`src/rtl/alu_issue_ctrl.sv`:
```
// Issue controller that decodes one MIPS R-type funct, drives a shared ALU and forms the result.
// Latency: accept edge T, result valid in the cycle after edge T+1 (2 cycles), one op per 3 cycles.
// Backpressure: result is held in DONE until out_ready; in_ready is low everywhere except IDLE.
module alu_issue_ctrl (
  input  logic        clk,
  input  logic        rst_n,
  input  logic        in_valid,
  output logic        in_ready,
  input  logic [5:0]  in_funct,
  input  logic [31:0] in_a,
  input  logic [31:0] in_b,
  output logic [31:0] alu_word1,
  output logic [31:0] alu_word2,
  output logic [1:0]  alu_op,
  output logic        alu_bitinvert,
  input  logic [31:0] alu_out,
  output logic        out_valid,
  input  logic        out_ready,
  output logic [31:0] out_result,
  output logic        out_err
);

  localparam logic [5:0] FN_ADD = 6'h20;
  localparam logic [5:0] FN_SUB = 6'h22;
  localparam logic [5:0] FN_AND = 6'h24;
  localparam logic [5:0] FN_OR  = 6'h25;
  localparam logic [5:0] FN_NOR = 6'h27;
  localparam logic [5:0] FN_SLT = 6'h2A;

  typedef enum logic [1:0] {S_IDLE, S_ISSUE, S_DONE} state_e;

  state_e      state_q, state_d;
  logic [31:0] word1_q, word2_q;
  logic [1:0]  op_q;
  logic        inv_q;
  logic        nor_q, slt_q, err_q;
  logic [31:0] result_q, result_d;
  logic        out_err_q;

  logic [1:0]  dec_op;
  logic        dec_inv, dec_nor, dec_slt, dec_err;
  logic        accept;
  logic        slt_bit;

  assign accept = in_valid & in_ready;

  // State register; reset forces IDLE immediately.
  always_ff @(posedge clk or negedge rst_n) begin
    if (!rst_n) state_q <= S_IDLE;
    else        state_q <= state_d;
  end

  // Next state: one cycle in ISSUE, then wait in DONE for the consumer.
  always_comb begin
    state_d = state_q;
    case (state_q)
      S_IDLE:  if (accept)    state_d = S_ISSUE;
      S_ISSUE:                state_d = S_DONE;
      S_DONE:  if (out_ready) state_d = S_IDLE;
      default:                state_d = S_IDLE;
    endcase
  end

  // Handshake outputs; in_ready is masked by reset so it reads 0 while rst_n is low.
  always_comb begin
    in_ready  = rst_n & (state_q == S_IDLE);
    out_valid = (state_q == S_DONE);
  end

  // Funct decode into ALU controls plus result-forming flags.
  always_comb begin
    dec_op  = 2'b00;
    dec_inv = 1'b0;
    dec_nor = 1'b0;
    dec_slt = 1'b0;
    dec_err = 1'b0;
    case (in_funct)
      FN_ADD: dec_op = 2'b10;
      FN_SUB: begin dec_op = 2'b10; dec_inv = 1'b1; end
      FN_AND: dec_op = 2'b00;
      FN_OR:  dec_op = 2'b01;
      FN_NOR: begin dec_op = 2'b01; dec_nor = 1'b1; end
      FN_SLT: begin dec_op = 2'b10; dec_inv = 1'b1; dec_slt = 1'b1; end
      default: dec_err = 1'b1;
    endcase
  end

  // SLT: when operand signs differ the subtraction may overflow, so the sign of A decides.
  assign slt_bit = (word1_q[31] ^ word2_q[31]) ? word1_q[31] : alu_out[31];

  // Result formation from the ALU output for the captured operation.
  always_comb begin
    result_d = alu_out;
    if (err_q)      result_d = 32'h0;
    else if (nor_q) result_d = ~alu_out;
    else if (slt_q) result_d = {31'b0, slt_bit};
  end

  // Operand/control capture on accept; held unchanged through ISSUE and DONE.
  always_ff @(posedge clk or negedge rst_n) begin
    if (!rst_n) begin
      word1_q <= 32'h0;
      word2_q <= 32'h0;
      op_q    <= 2'b00;
      inv_q   <= 1'b0;
      nor_q   <= 1'b0;
      slt_q   <= 1'b0;
      err_q   <= 1'b0;
    end else if (accept) begin
      word1_q <= in_a;
      word2_q <= in_b;
      op_q    <= dec_op;
      inv_q   <= dec_inv;
      nor_q   <= dec_nor;
      slt_q   <= dec_slt;
      err_q   <= dec_err;
    end
  end

  // Result capture at the ISSUE edge; stays constant while DONE waits.
  always_ff @(posedge clk or negedge rst_n) begin
    if (!rst_n) begin
      result_q  <= 32'h0;
      out_err_q <= 1'b0;
    end else if (state_q == S_ISSUE) begin
      result_q  <= result_d;
      out_err_q <= err_q;
    end
  end

  assign alu_word1     = word1_q;
  assign alu_word2     = word2_q;
  assign alu_op        = op_q;
  assign alu_bitinvert = inv_q;
  assign out_result    = result_q;
  assign out_err       = out_err_q;

endmodule
```
`config.mk`:
```
export PLATFORM = sky130hd
export DESIGN_NAME = alu_issue_ctrl
export DESIGN_NICKNAME = d
export VERILOG_FILES = /design/src/rtl/alu_issue_ctrl.sv
export SDC_FILE = /design/constraint.sdc
export NUM_CORES = 1
export LEC_CHECK = 0
export ABC_AREA = 1
export BUFFER_PORTS_ARGS = -buffer_cell sky130_fd_sc_hd__buf_2
export CAP_MARGIN = 20
export CORE_MARGIN = 2
export CORE_UTILIZATION = 42
export CTS_CLUSTER_SIZE = 20
export DETAILED_ROUTE_END_ITERATION = 12
export PLACE_DENSITY = 0.75
export SLEW_MARGIN = 10
export SYNTH_ARGS = -nofsm -noshare
export SYNTH_HDL_FRONTEND = slang
export SYNTH_SLANG_ARGS = --single-unit
```
`constraint.sdc`:
```
create_clock -name clk -period 1.1 [get_ports clk]
set_input_delay 0.22 -clock clk [delete_from_list [all_inputs] [get_ports clk]]
set_output_delay 0.22 -clock clk [all_outputs]
set_load 0.1 [all_outputs]
```
==> metrics.md, run 1 <==
| Metric | Value |
|---|---|
| Top post-synthesis cells by area | dfrtp_1 (59%), nand2_1 (25%), a21oi_1 (3.6%) |
| Setup Skew | 0.0133 ns |
| Final hold violations | 0 |
| Place WS | -0.224 ns |
| Async SR Flop Fraction | 1.00 |
| Area Overhead vs Synth | 101% |
| WL/cell | roughly 25 µm |
| Synthesized area | roughly 4400 µm² |
| Num CTS Buffers | 9 |
| Residual DRC | 0 |
| Pin count of the biggest net entering global routing | 58 |
| CP Launch Type | flop |
| Crit end category | flop |
| Root buffer cell | clkbuf_8 |
| Sw Ratio | 0.521 |
| Number of global-route vias before repair | about 5100 |
| RSZ-0062 raised after global routing | yes |
| Worst-margin pin slew | approximately 0.66 ns |
| Post-route ant nets | 0 |
| Htree depth | 3 |
| Die height | 107 µm |
| Synth cell types | 18 |
| Req. time, crit path | between 1 and 1.5 ns |
| Total core area | between 10000 and 15000 µm² |
| P_int | between 10000 and 15000 µW |
| DRT met1 WL | roughly 7.6 mm |
| Vias | 5549 |
| Reg clk slew, reported paths | ~0.12 ns |
| CP arrival | around 1.9 ns |
| Maximum VDD drop | 0.00226 V |
| Max-cap violations | 0 |
| Max Slew Vio Count | 0 |
| Clk buf depth | 2 |
| IO buf count | roughly 210 |
| # fillers | 430 |
| Grt total ovfl | 0 |
| Post-synth EDFFs | 0 |
| Routed vias/inst | between 5 and 6 |
| Setup Viol. Count Final | 206 |
| DIE WIDTH | 107 µm |
| Part of the power in combinational logic | 0.621 |
| Avg Cell Area, Syn | between 8 and 9 µm² |
| Fin crit share | 1.46 |
| Mapped Nets | 644 |
| Total track usage | 0.310 |
| Initial antenna violation count | 2 |
| Pleak | about 0.0043 µW |
| WS Path Type | reg -> reg |
| Pwr per Cell Area | between 2000 and 3000 nW/µm² |
| WL final | between 20 and 25 mm |
| Sequential power share | 0.262 |
| Io pins | between 200 and 250 |
| Post-route setup slack | -0.511 ns |
| Share of layout cells above drive strength 1 | 0.630 |
| Top Layer Used | met4 |
| Psw | 12800 µW |
| Tot Pwr | between 20000 and 25000 µW |
| Top cell type by total area after synthesis | dfrtp_1 |
| FP Rows | 37 |
| Routability congestion estimate | 0.750 |
| FMAX | between 600 and 700 MHz |
| Yosys top cell area share | 0.592 |
| First-pass GRT wire length | about 27 mm |
| Failing checks | negative setup slack |
| Post-synthesis sequential area ratio | 0.592 |
| Hold Path Class | in -> reg |
| Final Critical Period | around 1.6 ns |
| Synthesized flop and latch total | 105 |
| Clk_lat worst skew | a little under 0.4 ns |
| Drt first-iter violations | between 500 and 600 |
| HPWL reported at the end of detailed placement | approximately 10 mm |
| Wire length on met3 | about 2.8 mm |
| TritonCTS clock tree | built |
| Die ar. | 11400 µm² |
| Max-slew headroom | 0.560 |
| Status | complete, but fails checks |
| Initial core utilization | 0.432 |
| TritonRoute pass-1 iters | 5 |
| Met2 WL | between 10 and 15 mm |
| Main flop type after synthesis | dfrtp_1 |
| Clock sink count | between 100 and 150 |
| Syn Inst Count | about 540 |
| Critical Path Fanout Max | 5 |
| Final net count | 907 |
| Clock Power Share | 0.117 |
| Ys Warns | 0 |
worst max-delay path, cell delays in order (launching register included):
cell        delay [ns]
dfrtp_1           0.41
nor2_2            0.13
nand2_2           0.09
clkinvlp_4        0.11
buf_6             0.15
nand2_8           0.09
bufbuf_16         0.30
nand2_1           0.12
nand2_2           0.09
Yosys cell counts (2+ instances only):
library cell / n
nor2_1: 9
clkbuf_1: 9
nand4_1: 2
nand3_1: 3
buf_4: 9
nor2_2: 2
inv_1: 11
buf_2: 9
a21oi_1: 32
buf_6: 3
nand2_2: 2
o21ai_0: 11
dfrtp_1: 105
nand2_1: 298
o21ai_1: 30
cells by family after synthesis:
logic type      share of synthesized area
buf+inv                            0.0499
simple gates                        0.271
flops                               0.592
compound gates                     0.0873
routing by layer:
layer / vias to the layer above / GRT usage
li1: 2210 / -
met4: 0 / 0.150
met3: 187 / 0.0942
met2: 515 / 0.556
met5: - / 0
met1: 2637 / 0.331
placed cells by master (no fill, tap or decap), types with 6 or more instances in the layout:
cell      instances
o21ai_1          29
buf_12          115
a21oi_1          32
nand2_4          31
buf_6             7
inv_1            10
buf_16            9
buf_2           104
nand2_1         202
dfrtp_2          99
clkbuf_8         14
buf_4            35
nor2_1            6
nand2_2          66
o21ai_2           6
registers in the layout (all words and copies together), names as in the netlist:
name / count
out_result: 32
alu_op: 2
alu_bitinvert: 1
slt_q: 1
out_err: 1
state_q: 2
nor_q: 1
alu_word2: 32
err_q: 1
alu_word1: 32
area by class of cell:
class	count	area, µm²	share of cell area
multi-input combinational	393	2080	0.232
timing repair buffer	281	3660	0.409
tap	136	170	0.0190
antenna	2	5.00	0.000560
clock inverter	1	30.0	0.00336
inverter	11	45.0	0.00504
clock buffer	15	196	0.0220
sequential	105	2760	0.309
worst paths after layout:
path / slack, ns / start / depth (start not counted) / to
worst min-delay path: 0.03 / in_b[8] / 3 / alu_word2[8]$_DFFE_PN0P_
max in group asynchronous: 0.25 / rst_n / 4 / alu_word1[31]$_DFFE_PN0P_
worst min register to register: 0.54 / out_result[31]$_DFFE_PN0N_ / 2 / out_result[31]$_DFFE_PN0N_
min in group asynchronous: 0.07 / rst_n / 3 / alu_word2[3]$_DFFE_PN0P_
worst max-delay path: -0.51 / state_q[0]$_DFFE_PN0P_ / 8 / alu_word2[15]$_DFFE_PN0P_
worst max register to register: -0.51 / state_q[0]$_DFFE_PN0P_ / 8 / alu_word2[15]$_DFFE_PN0P_
power groups by stage:
| stage | Combinational [µW] | Sequential, µW | Clock, µW |
|---|---|---|---|
| 6_report | 15200 | 6420 | 2880 |
| 5_1_grt | 15500 | 6470 | 2960 |
| 4_1_cts | 14200 | 6210 | 2710 |
| 3_5_place_dp | 13600 | 6290 | 0 |
| 3_3_place_gp | 13400 | 6220 | 0 |
| 2_1_floorplan | 1180 | 12900 | 0 |
through the flow:
stage	cells	hold WS (ns)	utilization	setup TNS [ns]	cell area (µm²)
floorplan	538	-0.0756	-	-38.95	4590
global placement	872	0.361	0.721	-11.50	7410
detailed placement	872	0.363	0.721	-15.44	7410
CTS	925	0.0310	0.810	-40.71	8320
global route	944	0.0194	0.870	-59.56	8940
finish	944	0.0288	0.870	-50.97	8940
what timing repair did:
| item | 4_1_cts | 5_1_grt |
|---|---|---|
| resized for setup | 25 | 147 |
| gates cloned | 13 | 6 |
| buffers inserted | 23 | 18 |
| hold buffers | 1 | 0 |
| endpoints found under the hold margin | 57 | 0 |
| endpoints found under the setup margin | 205 | 207 |
| pin swaps | 2 | 58 |
No activity file was read; power rests on OpenSTA's default activity.
==> run 2, diff against run 1 <==
Settings changed: SETUP_SLACK_MARGIN from default to 0.4.
==> run 2 against run 1 <==
Against the previous run:
- the run ends with negative hold slack, negative setup slack left
- clock power down 17%
- first-iteration DRC count shrank 19%
- register-to-register slack got worse by 0.09 ns
- setup slack worse by 0.092 ns
- sequential share of layout area rose by 2.0 points
- die area unchanged
- cell count grew 1.2%
- combinational power is essentially flat
- power down 1.6%
- clock skew is 0.0010 ns higher
- non-clock buffer count rose by 13
- sequential power grew 5.0%
==> metrics.md, run 2 (same netlist as run 1, synthesis figures left out) <==
| Metric | Value |
|---|---|
| Status | complete, but fails checks |
| Failing checks | negative hold slack, negative setup slack |
| Commonest non-fill, non-tap cell in the layout | nand2_1 |
| Max-slew headroom | 0.625 (+0.0651) |
| Pwr per Cell Area | 2640 nW/µm² (-3.8%) |
| Cell Chain, Critical Path | nor2_2, nand2_2, buf_6, clkinvlp_4, buf_4, nand2_8, bufbuf_16, nand2_1, nand2_1 |
| TritonCTS clock tree | built |
| Die height | 107 µm (unchanged) |
| Crit end category | flop |
| Req. time, crit path | 1.36 ns (-0.03 ns) |
| Initial core utilization | 0.432 (unchanged) |
| Vias | 5276 (-4.9%) |
| Sw Ratio | 0.512 (-0.00947) |
| Max Slew Vio Count | 0 (unchanged) |
| Cell repeated most along the worst path | nand2_1 |
| Clk_lat worst skew | 0.37 ns (-0.02 ns) |
| Root buffer cell | clkbuf_8 |
| Routed vias/inst | 5.52 (-6.0%) |
| R2R cell count | 9 (+1) |
| Grt total ovfl | 0 (unchanged) |
| Placed Cells | 874 (+0.23%) |
| CP Buf/Inv Count | 4 (+1) |
| Final hold violations | 105 (+105) |
| RR Startpoint | state_q[1]$_DFFE_PN0P_ |
| Worst-margin pin slew | 0.562 ns (-0.0977 ns) |
| HPWL reported at the end of detailed placement | 10.4 mm (+0.54%) |
| Antenna cell count | 0 (-2) |
| Utilization after layout | 0.890 (+0.0198) |
| Num CTS Buffers | 9 (unchanged) |
| CP Launch Type | flop |
| Reg clk slew, reported paths | 0.12 ns (about the same) |
| Final Critical Period | 1.70 ns (+0.0920 ns) |
| Tot Pwr | 24100 µW (-1.6%) |
| Routability congestion estimate | 0.837 (+12%) |
| Share of layout cells above drive strength 1 | 0.573 (-0.0576) |
| Part of the power in combinational logic | 0.621 (about the same) |
| Htree depth | 3 (unchanged) |
| P_int | 11800 µW (+0.30%) |
| Number of global-route vias before repair | 5461 (+6.8%) |
| Critical path's slowest cell | dfrtp_1 |
| Clock sink count | 105 (unchanged) |
| Total negative slack | -68.34 ns (-17.37 ns) |
| Worst reg2reg path endpoint | alu_word2[7]$_DFFE_PN0P_ |
| RSZ-0062 raised after global routing | yes |
| Max-cap violations | 0 (unchanged) |
| Clock Power Share | 0.099 (-0.018) |
| WHS | -0.0366 ns (-0.0653 ns) |
| Post-route setup slack | -0.602 ns (-0.0920 ns) |
| Most frequent cells in the layout | nand2_1 (266), buf_12 (120), buf_2 (104) |
| TritonRoute pass-1 iters | 5 (unchanged) |
| Total track usage | 0.334 (+0.0243) |
| FMAX | 587 MHz (-5.4%) |
| Critical Path Fanout Max | 12 (+7) |
| Residual DRC | 0 (unchanged) |
| Psw | 12300 µW (-3.4%) |
| Setup Viol. Count Final | 207 (+0.49%) |
| FP Rows | 37 (unchanged) |
| Drt first-iter violations | 447 (-19%) |
| Area Overhead vs Synth | 106% |
| Initial antenna violation count | 1 (-1) |
| # fillers | 388 (-9.8%) |
| IO buf count | 207 (unchanged) |
| First-pass GRT wire length | 28.9 mm (+8.8%) |
| Place WS | -0.205 ns (+0.0191 ns) |
| WL/cell | 22.0 µm (-12%) |
| Hold Path Class | in -> async |
| CP arrival | 1.96 ns (+0.06 ns) |
| Pleak | 0.00422 µW (-1.4%) |
| Post-route insts no fill | 955 (+1.2%) |
| Clk buf depth | 2 (unchanged) |
| Start point of the critical path | state_q[1]$_DFFE_PN0P_ |
| Fin crit share | 1.55 (+0.0836) |
| Sequential power share | 0.279 (+0.017) |
| Flop2flop setup slack | -0.60 ns (-0.09 ns) |
| Maximum VDD drop | 0.00191 V (-15%) |
| WL final | 21.0 mm (-11%) |
| Final net count | 920 (+1.4%) |
| Total core area | 10300 µm² (unchanged) |
| Die ar. | 11400 µm² (unchanged) |
| Top delay family on crit path | buffers and inverters |
| Slowest cell delay on critical path | 0.43 ns (+0.02 ns) |
| DIE WIDTH | 107 µm (unchanged) |
| WS Path Type | reg -> reg |
| Post-route ant nets | 0 (unchanged) |
| Io pins | 208 (unchanged) |
| Pin count of the biggest net entering global routing | 106 (+83%) |
| Setup Skew | 0.0143 ns (+0.00100 ns) |
## run 2: changes by cell type in the layout (fill, tap and decap cells not counted), sizes merged, moves of 2 or more
cell / delta
clkbuf: -9
inv: +3
buf: +15
diode: -2
clkinv: +2
bufbuf: +3
## run 2: layout make-up
cell class	instances	area (µm²)	share of cell area
clock buffers	10	138	0.0150
clock inverters	6	47.5	0.00520
inverters	11	47.5	0.00520
multi-input cells	393	1820	0.199
flip-flops and latches	105	3000	0.328
well taps	136	170	0.0186
repair buffers	294	3910	0.428
## run 2: metrics by stage
step / hold slack (ns) / area [µm²]
6_report: -0.0366 / 9150
3_5_place_dp: 0.384 / 7720
5_1_grt: -0.00242 / 9150
2_1_floorplan: -0.0756 / 4870
4_1_cts: -0.0241 / 8930
3_3_place_gp: 0.375 / 7720
## run 2: repair_timing
item / 4_1_cts / 5_1_grt
buffers inserted: 37 / 9
cloned: 18 / 1
endpoints found under the setup margin: 207 / 207
pin swaps: 15 / 27
gates resized for setup: 72 / 31
hold endpoints to repair: 105 / 33
## run 2: worst max path at each step
stage                                end  cells after the start
6_report        alu_word2[7]$_DFFE_PN0P_                      9
5_1_grt                err_q$_DFFE_PN0P_                     11
4_1_cts                         in_ready                      5
3_5_place_dp    alu_word2[5]$_DFFE_PN0P_                      6
3_3_place_gp   alu_word1[29]$_DFFE_PN0P_                      6
2_1_floorplan  alu_word1[31]$_DFFE_PN0P_                      7
## run 2: metal layers
metal  up-vias  track usage  part of all wire
met5         -            0                 0
met4         0        0.131             0.052
met3       101       0.0936             0.098
met2       399        0.609              0.52
met1      2536        0.367              0.33
li1       2240            -                 -
## run 2: power by group through the flow
stage / logic, µW / registers [µW] / clock network, µW
5_1_grt: 15300 / 6830 / 2530
4_1_cts: 14500 / 6650 / 2350
6_report: 15000 / 6740 / 2400
3_5_place_dp: 13600 / 6750 / 0
3_3_place_gp: 13400 / 6690 / 0
2_1_floorplan: 1200 / 13500 / 0
==> run 3, diff against run 2 <==
Settings changed: REMOVE_ABC_BUFFERS from default to 1.
==> run 3 against run 2 <==
Against the previous run:
- sequential share of layout area decreased by 1.9 points
- utilization decreased by 6.4 points
- cell count increased by 0.31%
- design area decreased by 7.2%
- clock skew decreased by 0.0032 ns
- clock power increased by 14%
- hold slack got worse by 0.12 ns
- clock-buffer cell count increased by 1
- the run still ends with negative hold slack, negative setup slack left
==> metrics.md, run 3 (same netlist as run 1, synthesis figures left out) <==
| Metric | Value |
|---|---|
| WHS | -0.158 ns (-0.121 ns) |
| Die ar. | 11400 µm² (unchanged) |
| Final hold violations | 25 (-76%) |
| Crit end category | output port |
| Max-slew headroom | 0.712 (+0.0872) |
| Share of layout cells above drive strength 1 | 0.434 (-0.138) |
| Req. time, crit path | 0.88 ns (-0.48 ns) |
| Die height | 107 µm (unchanged) |
| FP Rows | 37 (unchanged) |
| Io pins | 208 (unchanged) |
| Area Overhead vs Synth | 91.0% |
| Most frequent cells in the layout | nand2_1 (276), buf_12 (112), dfrtp_1 (104), buf_2 (104), buf_4 (59) |
| Final net count | 923 (+0.33%) |
| Clock sink count | 105 (unchanged) |
| Failing checks | negative hold slack, negative setup slack |
| Placed Cells | 870 (-0.46%) |
| Number of global-route vias before repair | 5265 (-3.6%) |
| CP arrival | 1.32 ns (-0.64 ns) |
| Clk buf depth | 2 (unchanged) |
| Reg clk slew, reported paths | 0.10 ns (-0.02 ns) |
| Initial core utilization | 0.432 (unchanged) |
| Post-route insts no fill | 958 (+0.31%) |
| HPWL reported at the end of detailed placement | 10.3 mm (-0.89%) |
| First-pass GRT wire length | 25.3 mm (-12%) |
| Critical Path Fanout Max | 2 (-10) |
| Pleak | 0.00427 µW (+1.3%) |
| Grt total ovfl | 0 (unchanged) |
| Total negative slack | -43.47 ns (+24.87 ns) |
| Max Slew Vio Count | 0 (unchanged) |
| Maximum VDD drop | 0.00181 V (-5.3%) |
| Pin count of the biggest net entering global routing | 81 (-24%) |
| Worst-margin pin slew | 0.432 ns (-0.131 ns) |
| Post-route setup slack | -0.442 ns (+0.160 ns) |
| WL final | 17.7 mm (-16%) |
| DIE WIDTH | 107 µm (unchanged) |
| Post-route ant nets | 0 (unchanged) |
| Total track usage | 0.287 (-0.0476) |
| Routed vias/inst | 5.18 (-6.2%) |
| Setup Skew | 0.0111 ns (-0.00316 ns) |
| RSZ-0062 raised after global routing | yes |
| Clk_lat worst skew | 0.37 ns (about the same) |
| Total core area | 10300 µm² (unchanged) |
| IO buf count | 207 (unchanged) |
| Commonest non-fill, non-tap cell in the layout | nand2_1 |
| Drt first-iter violations | 328 (-27%) |
| Residual DRC | 0 (unchanged) |
| Fin crit share | 1.40 (-0.146) |
| Routability congestion estimate | 0.792 (-5.5%) |
| WL/cell | 18.4 µm (-16%) |
| Setup Viol. Count Final | 207 (unchanged) |
| Vias | 4964 (-5.9%) |
| CP Launch Type | flop |
| Htree depth | 3 (unchanged) |
| Num CTS Buffers | 9 (unchanged) |
| Place WS | -0.200 ns (+0.00463 ns) |
| FMAX | 648 MHz (+10%) |
| Root buffer cell | clkbuf_8 |
| Hold Path Class | in -> async |
| TritonRoute pass-1 iters | 5 (unchanged) |
| Pwr per Cell Area | 2780 nW/µm² (+5.4%) |
| Max-cap violations | 0 (unchanged) |
| WS Path Type | reg -> out |
| Final Critical Period | 1.54 ns (-0.160 ns) |
| Status | complete, but fails checks |
| Initial antenna violation count | 0 (-1) |
| Antenna cell count | 0 (unchanged) |
| TritonCTS clock tree | built |
[run 3: changes by cell type in the layout (fill, tap and decap cells not counted), moves of 3 or more]
cell	change
dfrtp_1	+100
dfrtp_4	-100
buf_4	+27
nand2_1	+10
buf_12	-8
buf_6	-8
nand2_2	-8
bufbuf_16	-5
o21ai_2	-4
inv_6	-3
[run 3: where the power goes]
group	switching (µW)	internal, µW	leakage, µW	total (µW)
clock	1340	1400	0.000115	2740
combinational	9460	5360	0.00283	14800
sequential	1180	4860	0.00133	6040
[run 3: worst paths after layout]
check | startpoint | to | slack [ns] | cells after the start
worst max-delay path | state_q[0]$_DFFE_PN0P_ | in_ready | -0.44 | 5
worst min-delay path | rst_n | nor_q$_DFFE_PN0P_ | -0.16 | 2
max in group asynchronous | rst_n | alu_word2[20]$_DFFE_PN0P_ | 0.51 | 3
min in group clk | out_ready | state_q[1]$_DFFE_PN0P_ | 0.04 | 2
worst max register to register | state_q[0]$_DFFE_PN0P_ | alu_word1[19]$_DFFE_PN0P_ | -0.43 | 9
worst min register to register | alu_word2[18]$_DFFE_PN0P_ | alu_word2[18]$_DFFE_PN0P_ | 0.54 | 2
[run 3: timing repair]
action / in CTS / in global routing
endpoints found under the hold margin: 25 / 25
cloned: 9 / 4
endpoints found under the setup margin: 207 / 283
buffers inserted: 37 / 22
gates resized for setup: 62 / 20
pin swaps: 21 / 10
[run 3: worst max-delay path, cell delays in order, from the launching register on]
cell and delay (ns):
dfrtp_1 0.39, nor2_1 0.11, nand2_1 0.10, inv_2 0.09
buf_6 0.10, buf_12 0.16
[run 3: routing by layer]
| metal | up-vias | share of wire | global-route usage |
|---|---|---|---|
| met4 | 0 | 0.041 | 0.143 |
| met2 | 295 | 0.53 | 0.512 |
| met1 | 2376 | 0.33 | 0.300 |
| li1 | 2235 | - | - |
| met3 | 58 | 0.097 | 0.0960 |
| met5 | - | 0 | 0 |
[run 3: metrics by stage]
step | utilization | power (µW) | cell area (µm²)
after floorplan | - | 13800 | 4260
after global placement | 0.706 | 19300 | 7250
after detailed placement | 0.706 | 19600 | 7250
after CTS | 0.795 | 23000 | 8170
after global routing | 0.826 | 24300 | 8490
final | 0.826 | 23600 | 8490
[run 3: cell type report]
cell class / count / area, µm²
well taps: 136 / 170
repair buffers: 298 / 3670
flip-flops and latches: 105 / 2630
inverters: 11 / 43.8
fillers: 532 / 1790
clock buffers: 11 / 151
clock inverters: 5 / 77.6
multi-input cells: 392 / 1750
